## src/rtl/matmul_row_scheduler_pkg.sv

```systemverilog
// matmul_pkg: shared FSM state encoding and width helpers for the row scheduler
// Ports: none (package).
package matmul_pkg;
    typedef enum logic [1:0] {IDLE, DISPATCH, DRAIN, FINISH} state_t;
    function automatic int clog2(input int v);
        int r = 0;
        while ((1 << r) < v) r++;
        return r;
    endfunction
    function automatic int lane_w(input int n);
        return (n > 1) ? clog2(n) : 1;
    endfunction
endpackage

```

## src/rtl/matmul_row_scheduler_if.sv

```systemverilog
// matmul_row_scheduler_if: job dispatch / lane completion bundle of the row scheduler
// Ports: start, lane_done (requester -> scheduler); job_valid, job_lane, job_row,
// job_col, lane_busy, busy, done, err (scheduler -> requester).
interface matmul_row_scheduler_if
    import matmul_pkg::*;
#(
    parameter int NUM_LANES = 2,
    parameter int IDX_W = 8
);
    localparam int LANE_W = lane_w(NUM_LANES);
    logic start;
    logic [NUM_LANES-1:0] lane_done;
    logic job_valid;
    logic [LANE_W-1:0] job_lane;
    logic [IDX_W-1:0] job_row;
    logic [IDX_W-1:0] job_col;
    logic [NUM_LANES-1:0] lane_busy;
    logic busy;
    logic done;
    logic err;
    modport master(
        output start, lane_done,
        input job_valid, job_lane, job_row, job_col, lane_busy, busy, done, err
    );
    modport slave(
        input start, lane_done,
        output job_valid, job_lane, job_row, job_col, lane_busy, busy, done, err
    );
endinterface

```

## src/rtl/matmul_row_scheduler_arbiter.sv

```systemverilog
// rr_lane_arbiter: picks the first requesting lane at or after the pointer, with wrap-around
// Ports: req (requesting lanes), ptr (round-robin start), gnt (granted lane), gnt_valid.
module rr_lane_arbiter #(
    parameter int NUM_LANES = 2,
    parameter int LANE_W = 1
) (
    input  logic [NUM_LANES-1:0] req,
    input  logic [LANE_W-1:0]    ptr,
    output logic [LANE_W-1:0]    gnt,
    output logic                 gnt_valid
);
    logic [2*NUM_LANES-1:0] dbl;
    logic [NUM_LANES-1:0] rot;
    assign dbl = {req, req};
    // rot[k] is the request of lane (ptr + k) mod NUM_LANES
    assign rot = NUM_LANES'(dbl >> ptr);
    always_comb begin
        gnt = '0;
        gnt_valid = 1'b0;
        // descending scan so the smallest offset from ptr wins
        for (int k = NUM_LANES - 1; k >= 0; k--) begin
            if (rot[k]) begin
                gnt = LANE_W'((int'(ptr) + k >= NUM_LANES) ? int'(ptr) + k - NUM_LANES : int'(ptr) + k);
                gnt_valid = 1'b1;
            end
        end
    end
endmodule

```

## src/rtl/matmul_row_scheduler.sv

```systemverilog
// matmul_row_scheduler: dispatches res[row][col] elements of A*B to MAC lanes round-robin
// Ports: clk, rst (async active-high); bus (slave side of matmul_row_scheduler_if):
// start/lane_done in, job_valid/job_lane/job_row/job_col/lane_busy/busy/done/err out.
module matmul_row_scheduler
    import matmul_pkg::*;
#(
    parameter int A_ROWS = 2,
    parameter int A_COLS = 2,
    parameter int B_ROWS = 2,
    parameter int B_COLS = 2,
    parameter int NUM_LANES = 2,
    parameter int IDX_W = 8
) (
    input logic clk,
    input logic rst,
    matmul_row_scheduler_if.slave bus
);
    localparam int LANE_W = lane_w(NUM_LANES);
    localparam int TOTAL = A_ROWS * B_COLS;
    localparam int CNT_W = clog2(TOTAL + 1);
    state_t state;
    logic [IDX_W-1:0] row, col;
    logic [CNT_W-1:0] cnt, n_freed;
    logic [LANE_W-1:0] ptr, gnt;
    logic gnt_valid, last;
    logic [NUM_LANES-1:0] freed, req;
    logic valid_q, busy_q, done_q, err_q;
    logic [LANE_W-1:0] lane_q;
    logic [IDX_W-1:0] row_q, col_q;
    logic [NUM_LANES-1:0] lane_busy_q;
    // a lane completing this cycle is free again before arbitration
    assign freed = bus.lane_done & lane_busy_q;
    assign req = (state == DISPATCH) ? ~(lane_busy_q & ~freed) : '0;
    assign last = (row == IDX_W'(A_ROWS - 1)) && (col == IDX_W'(B_COLS - 1));
    always_comb begin
        n_freed = '0;
        for (int i = 0; i < NUM_LANES; i++) n_freed = n_freed + CNT_W'(freed[i]);
    end
    rr_lane_arbiter #(.NUM_LANES(NUM_LANES), .LANE_W(LANE_W)) u_arb (
        .req(req),
        .ptr(ptr),
        .gnt(gnt),
        .gnt_valid(gnt_valid)
    );
    always_ff @(posedge clk or posedge rst) begin
        if (rst) begin
            state <= IDLE;
            row <= '0;
            col <= '0;
            cnt <= '0;
            ptr <= '0;
            valid_q <= 1'b0;
            lane_q <= '0;
            row_q <= '0;
            col_q <= '0;
            lane_busy_q <= '0;
            busy_q <= 1'b0;
            done_q <= 1'b0;
            err_q <= 1'b0;
        end else begin
            valid_q <= 1'b0;
            lane_q <= '0;
            row_q <= '0;
            col_q <= '0;
            done_q <= 1'b0;
            lane_busy_q <= lane_busy_q & ~freed;
            cnt <= cnt + n_freed;
            case (state)
                IDLE: begin
                    if (bus.start) begin
                        if (A_COLS == B_ROWS) begin
                            state <= DISPATCH;
                            busy_q <= 1'b1;
                            row <= '0;
                            col <= '0;
                            cnt <= '0;
                        end else begin
                            err_q <= 1'b1;
                        end
                    end
                end
                DISPATCH: begin
                    if (gnt_valid) begin
                        lane_busy_q <= (lane_busy_q & ~freed) | (NUM_LANES'(1) << gnt);
                        valid_q <= 1'b1;
                        lane_q <= gnt;
                        row_q <= row;
                        col_q <= col;
                        ptr <= (gnt == LANE_W'(NUM_LANES - 1)) ? '0 : gnt + LANE_W'(1);
                        if (last) begin
                            state <= DRAIN;
                            row <= '0;
                            col <= '0;
                        end else if (col == IDX_W'(B_COLS - 1)) begin
                            col <= '0;
                            row <= row + IDX_W'(1);
                        end else begin
                            col <= col + IDX_W'(1);
                        end
                    end
                end
                DRAIN: begin
                    if (cnt == CNT_W'(TOTAL)) begin
                        state <= FINISH;
                        done_q <= 1'b1;
                    end
                end
                FINISH: begin
                    state <= IDLE;
                    busy_q <= 1'b0;
                end
            endcase
        end
    end
    assign bus.job_valid = valid_q;
    assign bus.job_lane = lane_q;
    assign bus.job_row = row_q;
    assign bus.job_col = col_q;
    assign bus.lane_busy = lane_busy_q;
    assign bus.busy = busy_q;
    assign bus.done = done_q;
    assign bus.err = err_q;
endmodule

```

## src/flat_wrapper.sv

```systemverilog
// flat-port wrapper written by rule: the top's interface ports become plain ports
module matmul_row_scheduler_flat import matmul_pkg::*;
#(
    parameter int A_ROWS = 2,
    parameter int A_COLS = 2,
    parameter int B_ROWS = 2,
    parameter int B_COLS = 2,
    parameter int NUM_LANES = 2,
    parameter int IDX_W = 8
)
  (clk, rst, bus_start, bus_lane_done, bus_job_valid, bus_job_lane, bus_job_row, bus_job_col, bus_lane_busy, bus_busy, bus_done, bus_err);
  matmul_row_scheduler_if #(.NUM_LANES(NUM_LANES), .IDX_W(IDX_W)) bus_i ();
  input logic clk;
  input logic rst;
  input wire logic [$bits(bus_i.start)-1:0] bus_start;
  input wire logic [$bits(bus_i.lane_done)-1:0] bus_lane_done;
  output wire logic [$bits(bus_i.job_valid)-1:0] bus_job_valid;
  output wire logic [$bits(bus_i.job_lane)-1:0] bus_job_lane;
  output wire logic [$bits(bus_i.job_row)-1:0] bus_job_row;
  output wire logic [$bits(bus_i.job_col)-1:0] bus_job_col;
  output wire logic [$bits(bus_i.lane_busy)-1:0] bus_lane_busy;
  output wire logic [$bits(bus_i.busy)-1:0] bus_busy;
  output wire logic [$bits(bus_i.done)-1:0] bus_done;
  output wire logic [$bits(bus_i.err)-1:0] bus_err;
  assign bus_i.start = bus_start;
  assign bus_i.lane_done = bus_lane_done;
  assign bus_job_valid = bus_i.job_valid;
  assign bus_job_lane = bus_i.job_lane;
  assign bus_job_row = bus_i.job_row;
  assign bus_job_col = bus_i.job_col;
  assign bus_lane_busy = bus_i.lane_busy;
  assign bus_busy = bus_i.busy;
  assign bus_done = bus_i.done;
  assign bus_err = bus_i.err;
  matmul_row_scheduler #(.A_ROWS(A_ROWS), .A_COLS(A_COLS), .B_ROWS(B_ROWS), .B_COLS(B_COLS), .NUM_LANES(NUM_LANES), .IDX_W(IDX_W)) u_core (.clk(clk), .rst(rst), .bus(bus_i));
endmodule
```

## config.mk

```make
export PLATFORM = sky130hd
export DESIGN_NAME = matmul_row_scheduler_flat
export DESIGN_NICKNAME = d
export VERILOG_FILES = /design/src/rtl/matmul_row_scheduler_pkg.sv /design/src/rtl/matmul_row_scheduler_if.sv /design/src/rtl/matmul_row_scheduler_arbiter.sv /design/src/rtl/matmul_row_scheduler.sv /design/src/flat_wrapper.sv
export SDC_FILE = /design/constraint.sdc
export NUM_CORES = 1
export LEC_CHECK = 0
export CORE_MARGIN = 2
export CORE_UTILIZATION = 45
export DETAILED_ROUTE_END_ITERATION = 10
export PLACE_DENSITY_LB_ADDON = 0.3
export SYNTH_ARGS = -nofsm -noshare
export SYNTH_HDL_FRONTEND = slang
export SYNTH_SLANG_ARGS = --single-unit
```

## constraint.sdc

```tcl
create_clock -name clk -period 3.7 [get_ports clk]
set_input_delay 0.74 -clock clk [delete_from_list [all_inputs] [get_ports clk]]
set_output_delay 0.74 -clock clk [all_outputs]
set_load 0.005 [all_outputs]
```

# Word-level counts from Yosys, hierarchy flattened
# Cells that the tools add are included.
# totals
regBits	44
out_inout_bits	23
wordCells	87
# op_classes
n_addsub	8
n_lt_le_gt_ge	2
eq_ne	11
shift	2
mux	38
bitwise	5
reduce_logical	9
# ops
op	count
$mux 8	11
$pmux 8 s2	2
$add 8x1->8 const B	2
$eq 8x1->1 const B	2
$mux 1	14
$mux 2	7
$pmux 2 s4	1
$reduce_and 4->1	2
$mux 3	2
$ne 2x1->1 const B	3
$and 2x2->2	2
$eq 2x2->1 const B	2
$not 2->2	2
$reduce_and 2->1	2
$reduce_bool 2->1	2
$shr 4x1->2	1
$add 3x3->3	1
$eq 3x3->1 const B	1
$ne 3x2->1 const B	1
$reduce_and 3->1	1
$add 1x1->2	1
$add 1x1->2 const B	1
$eq 2x1->1 const B	1
$ge 1x2->1 const B	1
9 further kinds	10

# Longest topological paths before layout
# logic_depth
word_depth	12
mapped_depth	8
ltp_nobuf	7

# Cells and area by module
# Synthesis repeated with hierarchy kept, for this count alone.
# unflattened
cells_unflattened	196
area_unflattened_um2	2087.0
# by_module_without_submodules
module	instances	cells_each	area_each_um2	seq_area_each_um2
matmul_row_scheduler	1	193	2069.5	1101.1
rr_lane_arbiter	1	3	17.5	0.0

# Least setup slack after synthesis
# No wires, ideal clock.
# synth_timing
path_kind	input to register
startpoint	input bus_lane_done[0]
endpoint	register u_core.cnt[2]
setup_time_ns	0.077
arrival_time_ns	1.947
required_ns	3.623
slack_ns	1.675
stages	7
path_buffers	0
path_cell_list	and2_1 ha_1 ha_1 inv_1 fa_1 xor2_1 a21oi_1
# synth_via
elab_chain_cells	5
# synth_lines
element	line_no	text
from (decl)	flat_wrapper.sv:16	input wire logic [$bits(bus_i.lane_done)-1:0] bus_lane_done;
$and 2x2->2 (*)	matmul_row_scheduler.sv:32	assign freed = bus.lane_done & lane_busy_q;
$add 1x1->2 (*)	matmul_row_scheduler.sv:37	for (int i = 0; i < NUM_LANES; i++) n_freed = n_freed + CNT_W'(freed[i]);
$add 3x3->3 (*)	matmul_row_scheduler.sv:67	cnt <= cnt + n_freed;
$mux 3	matmul_row_scheduler.sv:70	if (bus.start) begin
$mux 3 (*)	matmul_row_scheduler.sv:68	case (state)
to (signal assigned)	matmul_row_scheduler.sv:67	
to (decl)	matmul_row_scheduler.sv:23	logic [CNT_W-1:0] cnt, n_freed;
# Every way passes the cells marked *; elsewhere a longest branch is shown, timed or not.
# A chain may end at the register's enable or synchronous reset.

# Worst setup path in the final report
# layout_timing
startpoint	input bus_lane_done[0]
endpoint	register u_core.row[5]
# layout_via
elab_chain_cells	10
# layout_lines
element	line_no	text
$and 2x2->2 (*)	matmul_row_scheduler.sv:32	
$not 2->2 (*)	matmul_row_scheduler.sv:33	assign req = (state == DISPATCH) ? ~(lane_busy_q & ~freed) : '0;
$and 2x2->2 (*)	matmul_row_scheduler.sv:33	
$not 2->2 (*)	matmul_row_scheduler.sv:33	
$mux 2 (*)	matmul_row_scheduler.sv:33	
$shr 4x1->2 (*)	matmul_row_scheduler_arbiter.sv:16	assign rot = NUM_LANES'(dbl >> ptr);
$mux 1	matmul_row_scheduler_arbiter.sv:22	if (rot[k]) begin
$mux 1 (*)	matmul_row_scheduler_arbiter.sv:22	
$ne 2x1->1 (no line) (*)	-	
$reduce_and 4->1 (no line) (*)	-	
to (signal assigned)	matmul_row_scheduler.sv:96	row <= row + IDX_W'(1);
to (decl)	matmul_row_scheduler.sv:22	logic [IDX_W-1:0] row, col;
# Marked as above.

==> results.toml <==
[worst_setup_path]
critPathKind = "in -> reg"
cp_max_fo = 12
arrival_ns = 2.85
slowest_stage = "or4bb_1"
critPathLaunchType = "primary input"
worstSetupEndpointType = "flop"
required_ns = 3.91
path_cells = "clkdlybuf4s50_1, or4bb_1, o21ai_0, buf_4, nor2_1, o221ai_1"
critical_path.max_stage_delay_ns = 0.71

[die]
core_mm2 = 0.00472
io_pins = 28
die_w_um = 74.1
start_util_pct = 46.9
rows = 25
die_area_mm2 = 0.00550
fp.dieH_um = 74.1

[synthesis]
syn_inst = 211
async_flop_share_pct = 100
synth_edf_count = 0
syn-num-nets = 227
netlist_area_mm2 = 0.00221
synth_top_cell_by_area = "dfrtp_1"
synth_area_leaders = "dfrtp_1 50%, ha_1 5.7%, and3_1 3.4%, o21ai_0 2.7%, inv_1 2.5%"
synth_cell_type_count = 52
postSynthAreaPerCell_um2 = 10.5
ys.flop_type = "dfrtp_1"
ys.warnings.count = 0
ys_ff_latch = 44
synth_top_area_share_pct = 49.7
yosysSeqAreaShare_pct = 49.7

[placement]
dpl.cell_count = 298
gp_congestion = 0.840
dp_slack_ns = 0.756
port_buffers = 26
dp_hpwl_um = 3050

[route]
ant_nets = 0
via_per_inst = 5.40
drt_iter0_drc = 90
drt-pass1-iter-count = 4
drt-total-wl_um = 4200
wire_per_inst_um = 13.8
drc = 0
num_vias = 1646

[timing]
setup_viol = 0
setup_ws_ns = 1.06
tightest_slew_ns = 0.765
slew_viol_final = 0
finalCritPeriodShare_pct = 71.4
max_freq_mhz = 379
rsz0062_at_grt = "false"
clock_skew_ns = 0.00901
hold_violations = 0
finalSetupTns_ns = 0
slew_headroom_pct = 49.0
period_minus_slack_ns = 2.64

[cells_and_area]
num-nets-final = 254
drive_gt1_share_pct = 7.98
area_delta_synth_final_pct = 17.7
layout_common_cells = "44 x dfrtp_1, 26 x clkdlybuf4s50_1, 14 x inv_1"
stdcell_count = 305
final_common_cell = "dfrtp_1"
antenna_cells = 0

[grt]
antenna_found_initial = 0
grt_max_degree = 28
grt_pass1_wl_um = 7140
grt_pass1_vias = 1510
grtUsageTotal_pct = 17.1
overflow = 0

[pwr]
vdd_ir_drop_max_mv = 0.368
p_leak_nw = 1.17
p_per_area_mw_per_mm2 = 628
power_mw = 1.64

[clock_network]
cts_made_buffers = 5
numClockSinks = 44
root_buffer = "clkbuf_8"
cts_setup_buffers = 0
htreeDepth = 2
postCtsHoldBufs = 0
worstSkewPairLatency_ns = 0.30
ctsLongestPathBuffers = 2
cts_tree = "built"
cts_resized = 0
clk_pin_slew_ns = 0.08

[status]
status = "finished clean"

[hold_path]
hp-class = "reg -> reg"

[flow_run]
maxCapViolCount = 0
[final cells by class]
| class | count | area, um^2 |
|---|---|---|
| repair buffers | 30 | 290 |
| well taps | 67 | 83.8 |
| clock inverters | 1 | 5.00 |
| flip-flops and latches | 44 | 1100 |
| inverters | 15 | 56.3 |
| fillers | 413 | 2120 |
| multi-input cells | 142 | 996 |
| clock buffers | 6 | 72.6 |
[worst max-delay path, delay by kind of cell]
family	cells	cell delay [ns]
buf+inv	2	0.68
simple gates	2	0.77
compound gates	2	0.65
[power by group]
part           total, mW  internal (mW)  switching, mW
sequential         0.683          0.584         0.0988
clock              0.278          0.128          0.149
combinational      0.676          0.295          0.381
[registers in the layout, indices dropped and copies added (netlist names)]
name	flops
u_core.bus.busy	1
u_core.bus.done	1
u_core.bus.job_col	8
u_core.bus.job_lane	1
u_core.bus.job_row	8
u_core.bus.job_valid	1
u_core.bus.lane_busy	2
u_core.cnt	3
u_core.col	8
u_core.ptr	1
u_core.row	8
u_core.state	2
[synthesized netlist by cell type (all sizes together), types with 2 or more instances]
master,number
nand4,3
nor4,3
nand2,10
buf,7
o211ai,2
a22o,3
and3,12
nor2b,6
and2,3
o21ai,14
dfrtp,44
o2bb2ai,2
nor4b,2
ha,10
a21oi,10
o31ai,2
nand2b,2
o22ai,2
nor2,10
inv,15
nand3b,2
clkbuf,3
nand3,10
or4,2
mux2,2
a31oi,4
nor3,9
[final timing paths]
path / cells past startpoint / slack (ns) / startpoint / to
min in group asynchronous: 2 / 0.75 / rst / u_core.cnt[2]$_DFF_PP0_
worst min register to register: 1 / 0.47 / u_core.cnt[0]$_DFF_PP0_ / u_core.bus.done$_DFF_PP0_
worst max register to register: 7 / 1.56 / u_core.state[1]$_DFFE_PP0P_ / u_core.row[2]$_DFFE_PP0P_
worst min-delay path: 1 / 0.47 / u_core.cnt[0]$_DFF_PP0_ / u_core.bus.done$_DFF_PP0_
worst max-delay path: 6 / 1.06 / bus_lane_done[0] / u_core.row[5]$_DFFE_PP0P_
max in group asynchronous: 3 / 2.25 / rst / u_core.row[0]$_DFFE_PP0P_
[cell families after synthesis]
kind of cell	after synthesis	share of synthesized area, %
AND/OR/NAND/NOR	80	22.3
AO/OA/AOI/OAI	47	14.5
flip-flops	44	49.7
buffers and inverters	25	5.26
adder cells (fa/ha/maj)	11	6.56
multiplexers	2	1.02
other	1	0.169
XOR/XNOR	1	0.396
[stage by stage]
stage               util [%]  cell area (um^2)  hold WS [ns]
finish                  55.2              2610         0.473
global route            55.2              2610         0.503
CTS                     55.2              2610         0.476
detailed placement      53.5              2530         0.459
global placement        53.5              2530         0.467
floorplan                  -              2210         0.430
[routing by layer]
layer  global-route usage [%]  wire length, um
met1                     23.4             2050
met2                     26.0             1890
met3                     4.20              158
met4                     7.47              101
met5                        0                0
Note: power is estimated with default switching activity, not from simulation.
